<file path="src/rtl/maddsub_seq_ctrl.sv">
// maddsub_seq_ctrl
// Two-cycle EX-stage sequencer for the multiply-accumulate family
// (MADD/MADDU/MSUB/MSUBU). The first cycle captures the multiplier product
// (negated for the subtract forms) and stalls the front of the pipe; the
// second cycle adds it onto the forwarded HI/LO pair and releases the stall.
// The block also merges the ID and EX stall requests into the per-stage
// hold vector used by the pipeline registers.
module maddsub_seq_ctrl #(
  parameter int ACC_W = 64,
  parameter int AOP_W = 8
) (
  input  logic             Clk,
  input  logic             Rst_n,
  input  logic [AOP_W-1:0] aluop_i,
  input  logic [ACC_W-1:0] mul_result_i,
  input  logic [31:0]      hi_i,
  input  logic [31:0]      lo_i,
  input  logic             stall_req_id_i,
  input  logic             flush_i,
  output logic [ACC_W-1:0] hilo_wdata_o,
  output logic             done_o,
  output logic             stall_req_ex_o,
  output logic [5:0]       stall_o,
  output logic [1:0]       cnt_o
);

  // aluop encodings of the multiply-accumulate family (AluOpBus values)
  localparam logic [AOP_W-1:0] EXE_MADD_OP  = AOP_W'(8'b1010_0110);
  localparam logic [AOP_W-1:0] EXE_MADDU_OP = AOP_W'(8'b1010_1000);
  localparam logic [AOP_W-1:0] EXE_MSUB_OP  = AOP_W'(8'b1010_1010);
  localparam logic [AOP_W-1:0] EXE_MSUBU_OP = AOP_W'(8'b1010_1011);

  // hold patterns: [0]pc [1]if [2]id [3]ex [4]mem [5]wb
  localparam logic [5:0] HOLD_EX = 6'b001111;
  localparam logic [5:0] HOLD_ID = 6'b000111;

  typedef enum logic {
    S_IDLE = 1'b0,
    S_ACC  = 1'b1
  } state_t;

  state_t           r_state;
  state_t           w_nextState;
  logic [ACC_W-1:0] r_temp;
  logic [1:0]       r_cnt;
  logic             w_isMadd;
  logic             w_isSub;
  logic             w_start;
  logic             w_done;
  logic [ACC_W-1:0] w_hiLo;
  logic [ACC_W-1:0] w_sum;

  // Decode which instruction class is sitting in EX this cycle
  always_comb begin
    w_isMadd = (aluop_i == EXE_MADD_OP) || (aluop_i == EXE_MADDU_OP) ||
               (aluop_i == EXE_MSUB_OP) || (aluop_i == EXE_MSUBU_OP);
    w_isSub  = (aluop_i == EXE_MSUB_OP) || (aluop_i == EXE_MSUBU_OP);
  end

  // State register; reset drops any half-finished sequence
  always_ff @(posedge Clk or negedge Rst_n) begin
    if (!Rst_n) r_state <= S_IDLE;
    else        r_state <= w_nextState;
  end

  // Next-state logic; a flush wins over starting or completing a sequence
  always_comb begin
    w_nextState = r_state;
    w_start     = 1'b0;
    w_done      = 1'b0;
    case (r_state)
      S_IDLE: begin
        if (w_isMadd && !flush_i) begin
          w_start     = 1'b1;
          w_nextState = S_ACC;
        end
      end
      S_ACC: begin
        w_nextState = S_IDLE;
        if (!flush_i) w_done = 1'b1;
      end
      default: w_nextState = S_IDLE;
    endcase
  end

  // Capture the product in cycle one; subtract forms store its negation so
  // cycle two is always a plain add onto HI/LO
  always_ff @(posedge Clk or negedge Rst_n) begin
    if (!Rst_n)       r_temp <= '0;
    else if (w_start) r_temp <= w_isSub ? (~mul_result_i + ACC_W'(1)) : mul_result_i;
  end

  // Sequence cycle counter: 1 while the product is latched, 0 otherwise
  always_ff @(posedge Clk or negedge Rst_n) begin
    if (!Rst_n)                    r_cnt <= 2'd0;
    else if (w_nextState == S_ACC) r_cnt <= 2'd1;
    else                           r_cnt <= 2'd0;
  end

  // HI/LO is taken in the accumulate cycle so late MEM/WB writes are seen;
  // the add wraps modulo 2^ACC_W with no overflow trap
  always_comb begin
    w_hiLo = ACC_W'({hi_i, lo_i});
    w_sum  = r_temp + w_hiLo;
  end

  // Output drive; everything is forced quiet while reset is held
  always_comb begin
    stall_req_ex_o = Rst_n & w_start;
    done_o         = Rst_n & w_done;
    hilo_wdata_o   = (Rst_n && w_done) ? w_sum : '0;
    cnt_o          = Rst_n ? r_cnt : 2'd0;
    stall_o        = 6'b000000;
    if (Rst_n && w_start)             stall_o = HOLD_EX;
    else if (Rst_n && stall_req_id_i) stall_o = HOLD_ID;
  end

endmodule

</file>
<file path="config.mk">
export PLATFORM = sky130hd
export DESIGN_NAME = maddsub_seq_ctrl
export DESIGN_NICKNAME = d
export VERILOG_FILES = /design/src/rtl/maddsub_seq_ctrl.sv
export SDC_FILE = /design/constraint.sdc
export NUM_CORES = 1
export LEC_CHECK = 0
export ABC_CLOCK_PERIOD_IN_PS = 4700
export CORE_MARGIN = 5
export CORE_UTILIZATION = 45
export DETAILED_ROUTE_END_ITERATION = 16
export HOLD_SLACK_MARGIN = 0.05
export PLACE_DENSITY = 0.81
export SLEW_MARGIN = 20
export SYNTH_ARGS = -nofsm -noshare
export SYNTH_HDL_FRONTEND = slang
export SYNTH_SLANG_ARGS = --single-unit
</file>
<file path="constraint.sdc">
create_clock -name Clk -period 4.7 [get_ports Clk]
set_input_delay 0.705 -clock Clk [delete_from_list [all_inputs] [get_ports Clk]]
set_output_delay 0.705 -clock Clk [all_outputs]
set_load 0.01 [all_outputs]
</file>
== Yosys cells after proc, flatten, opt, wreduce, memory -nomap -nowiden ==
Index checks and enable logic that the tools add are counted.

* Bitwise gates (word level): 4
* Order comparisons: 0
* Add/sub/neg operators: 2
* Equal/unequal tests: 4
* Multiplexer cells: 11
* Divide/modulo/power cells: 0
* Reductions and logical operators: 9
* Multipliers: 0
* Shift-type cells: 0

{| class="wikitable"
|+ Operators with widths
! kind !! number
|-
| 64-bit 2-to-1 mux || 2
|-
| 64-bit by 1-bit adder with 64-bit output, second input constant || 1
|-
| 64-bit adder || 1
|-
| 64-bit inverter || 1
|-
| 8-bit == test, second input constant || 4
|-
| 1-bit 2-to-1 mux || 6
|-
| 6-bit 2-to-1 mux || 1
|-
| 1-bit logical AND || 4
|-
| 1-bit logical OR || 4
|-
| 3-bit 2-to-1 mux || 1
|-
| 1-bit bitwise AND || 2
|-
| 1-bit case mux with 2 select lines || 1
|-
| 1-bit logical NOT || 1
|-
| 1-bit inverter || 1
|}

* Bits in read-only memories: 0
* Bits in latches: 0
* RAM bits: 0
* Logic and storage cells: 33
* Memories kept: 0
* Register bits: 66
* Bits of input ports: 140

== Logic depth before layout (Yosys ltp) ==
Gate-level depths: netlist of run 1.

* Depth in word-level cells: 9
* Gate-level depth with buffers: 12
* Depth with buffers taken out: 12

== Worst setup path after synthesis of run 1 ==
Ideal clock, no wire load.

* Path type: input to output
* Start: in lo_i[0]
* End: out hilo_wdata_o[60]
* Path slack: 762 ps
* Path buffers: 0
* Stages: 12
* Arrival: 3233 ps
* Required time: 3995 ps
* Cell sequence: ha_1 inv_1 fa_1 nand2b_1 a21oi_1 o2111ai_1 o41a_1 a211oi_1 a311oi_1 a211oi_1 nor3_1 nor3_1

* Word-level cells in the longest chain between the ends: 2

{| class="wikitable"
|+ Ends and longest elaborated chain
! what !! RTL line !! RTL
|-
| start: declaration || 17 || <nowiki>input logic [31:0] lo_i,</nowiki>
|-
| 64-bit adder || 104 || <nowiki>w_sum = r_temp + w_hiLo;</nowiki>
|-
| 64-bit 2-to-1 mux || 111 || <nowiki>hilo_wdata_o = (Rst_n && w_done) ? w_sum : '0;</nowiki>
|-
| end: declaration || 20 || <nowiki>output logic [ACC_W-1:0] hilo_wdata_o,</nowiki>
|}

No other way between the ends.

== Final worst setup path of run 1 ==
* Start: in lo_i[2]
* End: out hilo_wdata_o[61]

Same word-level chain as after synthesis.

==> metrics.txt, run 1 <==
Netlist Area Pre-Place=slightly below 8000 µm²; fmax=~210 MHz; first-pass GRT wire length=~46000 µm; Initial Util=a little under half; Leak Pwr=roughly 5.1 nW; Core ar.=17200 µm²; Max Root-Sink Buffers=2; startpoint types=primary input; # Max-Cap Violations=0; DRC errors left=0; vias in the first global route=9005; Final Slew Violations=0; row cnt=48; post-route ant nets=0; IO buf count=210; WP data required=3.99 ns; most used flip-flop cell after synthesis=dfrtp_1; root buffer cell=clkbuf_16; setup repair after global routing missed its margin=yes; final period utilization=101%; top-area cell type share of the netlist area=20.7%; Ant. Diodes=0; crit path max fanout=3; IO Count=214; Final Hold Viols=0; FF-to-FF setup slack=3.03 ns; Die H=142 µm; Crit. End Element=primary output; largest net degree at the start of global routing=129; CTS tree=yes; failing checks=negative setup slack; cts hold-fix bufs=0; H-tree level count=3; clock slew at reported path FFs=0.05 ns; Worst Skew=0.00449 ns; Initial DRC Count=698; FF+latch area=about 1600 µm²; Routed wire per std cell=18.0 µm; placed wire-length estimate=24200 µm; HP Class=reg -> reg; die area=20200 µm²; maximum VDD drop=approximately 190 µV; dominant cells by area after synthesis=dfrtp_1, ha_1, o21ai_0; P&R area growth vs syn=46.7%; pre-CTS setup slack=-0.481 ns; Routed WL=just under 30000 µm; slew margin rel.=39.6%; count leader, synth=nand2_1; yosys warns=0; register area share after synthesis=20.7%; Num CTS Buffers=9; DR vias=9247; Cells after Synth=1096; total global routing track utilization=28.0%; post-route setup slack=-0.0261 ns; Initial DRT Pass Iterations=5; Worst-Margin Slew=approximately 0.91 ns; CP Class=in -> out; cell taking the most area after synthesis=dfrtp_1; pwr/cell area=266 nW/µm²; initial antenna violation count=0; syn_area_per_cell=slightly above 7 µm²; gpl congestion=1.03; Post-synth EDFFs=0; drt via density=5.67; Synth cell types=62; Synth top cells by count=nand2_1, nor2_1, o21ai_0; Die Width=142 µm; Worst EP arrival=4.02 ns; status=complete, but fails checks; #FFs+latches synth=65; fin cells=1631; final setup violation count=3; hold_ws=0.488 ns; area of the multi-input gates=just over 6000 µm²; Fill cells=1506; Core Util, Final=66.9%; placed cell count=1606; fin nets=1606; Overflow after GRT=0; clk sinks=65; Clock Latency Late Sink=roughly 0.33 ns; Async SR Flop Fraction=100%; share of cells above drive strength 1=14.0%; fin crit period=around 4.7 ns
[repair_timing]
item	CTS	global route
cloned	0	0
pin swaps	15	11
setup buffers	6	2
resized for setup	47	27
setup endpoints to repair	29	26
[logic make-up (layout without fill, tap and decap cells)]
group	Yosys count	in the layout	synth area share, %
other	1	3	0.0477
adder cells (fa/ha/maj)	65	65	10.4
buffers and inverters	83	391	4.34
flip-flops	65	65	20.7
multiplexers	1	1	0.127
AO/OA/AOI/OAI	354	354	26.8
AND/OR/NAND/NOR	408	408	24.3
XOR/XNOR	119	119	13.3
[cell usage in the layout, fill, tap and decap left out, types with 4 or more instances in the layout]
cell type,count
a211oi_1,5
a211oi_2,4
a21boi_0,4
a21o_1,21
a21oi_1,101
a21oi_2,5
a221oi_1,4
a31oi_1,12
and2_1,7
buf_4,135
clkbuf_16,9
clkdlybuf4s50_1,183
dfrtp_1,65
dlygate4sd2_1,12
dlymetal6s2s_1,8
ha_1,61
inv_1,29
nand2_1,141
nand2b_1,15
nand3_1,17
nand4_1,22
nor2_1,120
nor2b_1,5
nor3_1,30
nor4_1,9
o21a_1,11
o21ai_0,113
o21ai_1,17
o21bai_1,14
o31ai_1,13
o41ai_1,5
or3_1,7
or4_1,6
xnor2_1,55
xor2_1,64
[layout make-up]
| class | count | area share (%) |
|---|---|---|
| clock buffers | 13 | 2.17 |
| clock inverters | 3 | 0.347 |
| inverters | 29 | 0.943 |
| multi-input cells | 950 | 52.9 |
| flip-flops and latches | 65 | 14.1 |
| well taps | 225 | 2.44 |
| repair buffers | 346 | 27.1 |
[flip-flops by register name, summed over array words and instances (netlist names)]
signal,count
r_cnt,1
r_temp,64
[worst max-delay path, stage by stage]
cell	delay, ns
clkdlybuf4s50_1	0.46
ha_4	0.31
buf_4	0.12
o211ai_1	0.12
o21ai_1	0.22
nand4_1	0.28
a21oi_1	0.22
a211oi_1	0.06
buf_4	0.17
or3_1	0.41
o211ai_1	0.22
xnor2_1	0.10
nor2_1	0.09
clkdlybuf4s50_1	0.54
[metrics by stage]
stage / setup TNS [ns] / power (mW) / instance area (µm²)
6_report: -0.0406 / 3.07 / 11500
5_1_grt: -0.605 / 3.27 / 11500
4_1_cts: 0 / 3.03 / 11400
3_5_place_dp: -6.45 / 2.32 / 11000
3_3_place_gp: -5.37 / 2.30 / 11000
2_1_floorplan: 0 / 1.61 / 7870
[where the power goes]
part	switching (mW)	total, mW	internal (mW)	leakage [nW]
logic	0.883	1.68	0.794	4.05
registers	0.0856	0.732	0.647	0.865
clock network	0.239	0.662	0.424	0.144
total	1.21	3.07	1.86	5.06
[per-layer routing]
metal | wire length, µm | up-vias | GRT usage [%]
met3 | 2130 | 71 | 3.33
met5 | 0 | - | 0
li1 | - | 4533 | -
met2 | 13400 | 385 | 45.2
met4 | 1070 | 0 | 11.2
met1 | 12800 | 4258 | 38.1
[final timing paths]
kind | startpoint | end | depth (start not counted)
hold reg to reg | r_temp[58] | r_temp[58] | 2
setup reg to reg | r_cnt[0] | r_temp[62] | 6
setup / recovery | lo_i[2] | hilo_wdata_o[61] | 14
min in group asynchronous | Rst_n | r_temp[10] | 2
hold / removal | r_temp[58] | r_temp[58] | 2
max in group asynchronous | Rst_n | r_temp[46] | 2
(Power assumes the default switching activity.)
==> inputs of run 2 (changes only) <==
--- a/config.mk
+++ b/config.mk
@@ -5,13 +5,13 @@
 export SDC_FILE = /design/constraint.sdc
 export NUM_CORES = 1
 export LEC_CHECK = 0
-export ABC_CLOCK_PERIOD_IN_PS = 4700
+export ABC_CLOCK_PERIOD_IN_PS = 5450
 export CORE_MARGIN = 5
 export CORE_UTILIZATION = 45
 export DETAILED_ROUTE_END_ITERATION = 16
 export HOLD_SLACK_MARGIN = 0.05
+export MAX_ROUTING_LAYER = met4
 export PLACE_DENSITY = 0.81
-export SLEW_MARGIN = 20
 export SYNTH_ARGS = -nofsm -noshare
 export SYNTH_HDL_FRONTEND = slang
 export SYNTH_SLANG_ARGS = --single-unit
==> constraint.sdc (replaced) <==
create_clock -name Clk -period 5.45 [get_ports Clk]
set_input_delay 0.8175 -clock Clk [delete_from_list [all_inputs] [get_ports Clk]]
set_output_delay 0.8175 -clock Clk [all_outputs]
set_load 0.01 [all_outputs]
==> run 2 against run 1 <==
  * The flow now finishes without violations
  * Power shrank 20%
  * Cell area shrank 8.4%
  * Cell count shrank 7.1%
  * Clock-buffer cell count decreased by 4
  * Largest power group unchanged
  * Combinational power down 28%
  * Core utilization down 5.6 points
  * Largest cell class unchanged
  * Die area is the same
  * Critical endpoint is now hilo_wdata_o[58]
  * First-iteration DRC count is 6.4% lower
  * Highest routed layer unchanged
  * Global-route usage is essentially flat
  * Via count fell by 5.5%
==> metrics.txt, run 2 (synthesis results as in run 1) <==
P&R area growth vs syn=34.4%; root buffer cell=clkbuf_16; Ant. Diodes=0; Routed WL=28200 µm; placed wire-length estimate=23000 µm; DRC errors left=0; fin crit period=5.25 ns; CP Class=in -> out; initial antenna violation count=0; total global routing track utilization=between 20 and 30%; leading cell type in the layout, fill and taps excluded=clkdlybuf4s50_1; Hold Crit Depth=2; Die Width=between 100 and 150 µm; die area=20200 µm²; IO buf count=210; pre-CTS setup slack=-0.0329 ns; final setup violation count=0; Slowest Stage Delay on Critical Path=0.56 ns; reg2reg path depth=4; share of cells above drive strength 1=4.49%; Num CTS Buffers=9; FF-to-FF setup slack=3.67 ns; area of the multi-input gates=5960 µm²; row cnt=48; CP Cell Sequence=clkdlybuf4s50_1 > ha_1 > inv_1 > fa_1 > nand2b_1 > a21oi_2 > o2111ai_4 > a311oi_1 > nor3_2 > o41ai_4 > a211oi_1 > xor2_1 > nor2_1 > clkdlybuf4s50_1; Routed wire per std cell=18.6 µm; top flop regs=r_temp x64, r_cnt x1; Placed Area=~10000 µm²; startpoint types=primary input; RR Startpoint=r_cnt[0]; hold_ws=between 0.4 and 0.5 ns; Hold Path Origin=r_temp[11]; CTS tree=yes; clock slew at reported path FFs=~0.060 ns; setup repair after global routing missed its margin=no; CP dominant cell by count=clkdlybuf4s50_1; fin nets=1491; post-route ant nets=0; Final Hold Viols=0; Initial DRC Count=roughly 650; most frequent cells in the layout=clkdlybuf4s50_1, nand2_1, nor2_1, o21ai_0, a21oi_1; maximum VDD drop=approximately 160 µV; crit path max fanout=5; Design Power=2.47 mW; Final Slew Violations=0; # Max-Cap Violations=0; slew margin rel.=a little over a quarter; Core ar.=between 15000 and 20000 µm²; Die H=between 100 and 150 µm; Fill cells=1599; vias in the first global route=roughly 8400; final period utilization=96.3%; H-tree level count=3; cts hold-fix bufs=0; Critical Path Slowest Stage Cell=clkdlybuf4s50_1; status=complete, no violations; Initial DRT Pass Iterations=5; DR vias=a little under 9000; Overflow after GRT=0; Max Root-Sink Buffers=2; max reg flops=64; Initial Util=45.6%; number of buffers and inverters on the critical path=3; Worst Skew=~0.0035 ns; IO Count=214; FF+latch area=1630 µm²; first-pass GRT wire length=44300 µm; Core Util, Final=approximately 61%; pwr/cell area=roughly 230 nW/µm²; most flop-heavy register=r_temp; Worst EP arrival=approximately 4.4 ns; Leak Pwr=approximately 4.4 nW; WP data required=4.63 ns; Hold EP=r_temp[11]; clk sinks=65; post-route setup slack=0.203 ns; Crit. End Element=primary output; number of setup buffers added after CTS=0; largest net degree at the start of global routing=129; Worst R2R End=r_temp[53]; fmax=191 MHz; gpl congestion=1.04; HP Class=reg -> reg; drt via density=5.76; Worst-Margin Slew=1.09 ns; Clock Latency Late Sink=0.33 ns; design area=10600 µm²; delay-heaviest family, CP=compound AO/OA/AOI/OAI gates
## run 2: worst max path at each step
stage             from  cells past startpoint                to  slack [ns]
2_1_floorplan  lo_i[0]                     12  hilo_wdata_o[60]        1.29
3_3_place_gp   lo_i[0]                     15  hilo_wdata_o[48]       0.003
3_5_place_dp   lo_i[0]                     15  hilo_wdata_o[48]       -0.03
4_1_cts        lo_i[0]                     15  hilo_wdata_o[48]        0.06
5_1_grt        lo_i[0]                     14  hilo_wdata_o[58]       0.005
6_report       lo_i[0]                     14  hilo_wdata_o[58]        0.20
## run 2: layout make-up
class / instances / share of cell area [%]
multi-input cells: 950 / 56.4
repair buffers: 231 / 21.5
flip-flops and latches: 65 / 15.4
well taps: 225 / 2.66
clock buffers: 9 / 2.13
inverters: 29 / 1.03
clock inverters: 7 / 0.947
## run 2: metal layers
layer  wire length, µm  GRT usage [%]  share of wire [%]
met1             13100           39.9                 46
met2             12500           42.5                 44
met3              1990           2.59                7.1
met4               572           7.17                2.0
met5                 0              -                  0
## run 2: worst register-to-register path, cell delays in order (launching register included)
cell,delay (ns)
dfrtp_1,0.34
nor3_1,0.07
o21ai_4,0.06
buf_4,0.80
o21ai_0,0.33
## run 2: report_power, final
group	internal [mW]	switching, mW
clock	0.404	0.229
combinational	0.507	0.701
sequential	0.558	0.0732
total	1.47	1.00
## run 2: per-stage QoR
| stage | setup TNS (ns) | std cells |
|---|---|---|
| global route | 0 | 1516 |
| CTS | 0 | 1516 |
| global placement | 0 | 1500 |
| detailed placement | -0.0647 | 1500 |
| finish | 0 | 1516 |
| floorplan | 0 | 1098 |
## run 2: repair_timing
item	4_1_cts	5_1_grt
setup endpoints to repair	3	14
pin swaps	0	3
gates cloned	0	0
gates resized for setup	3	8
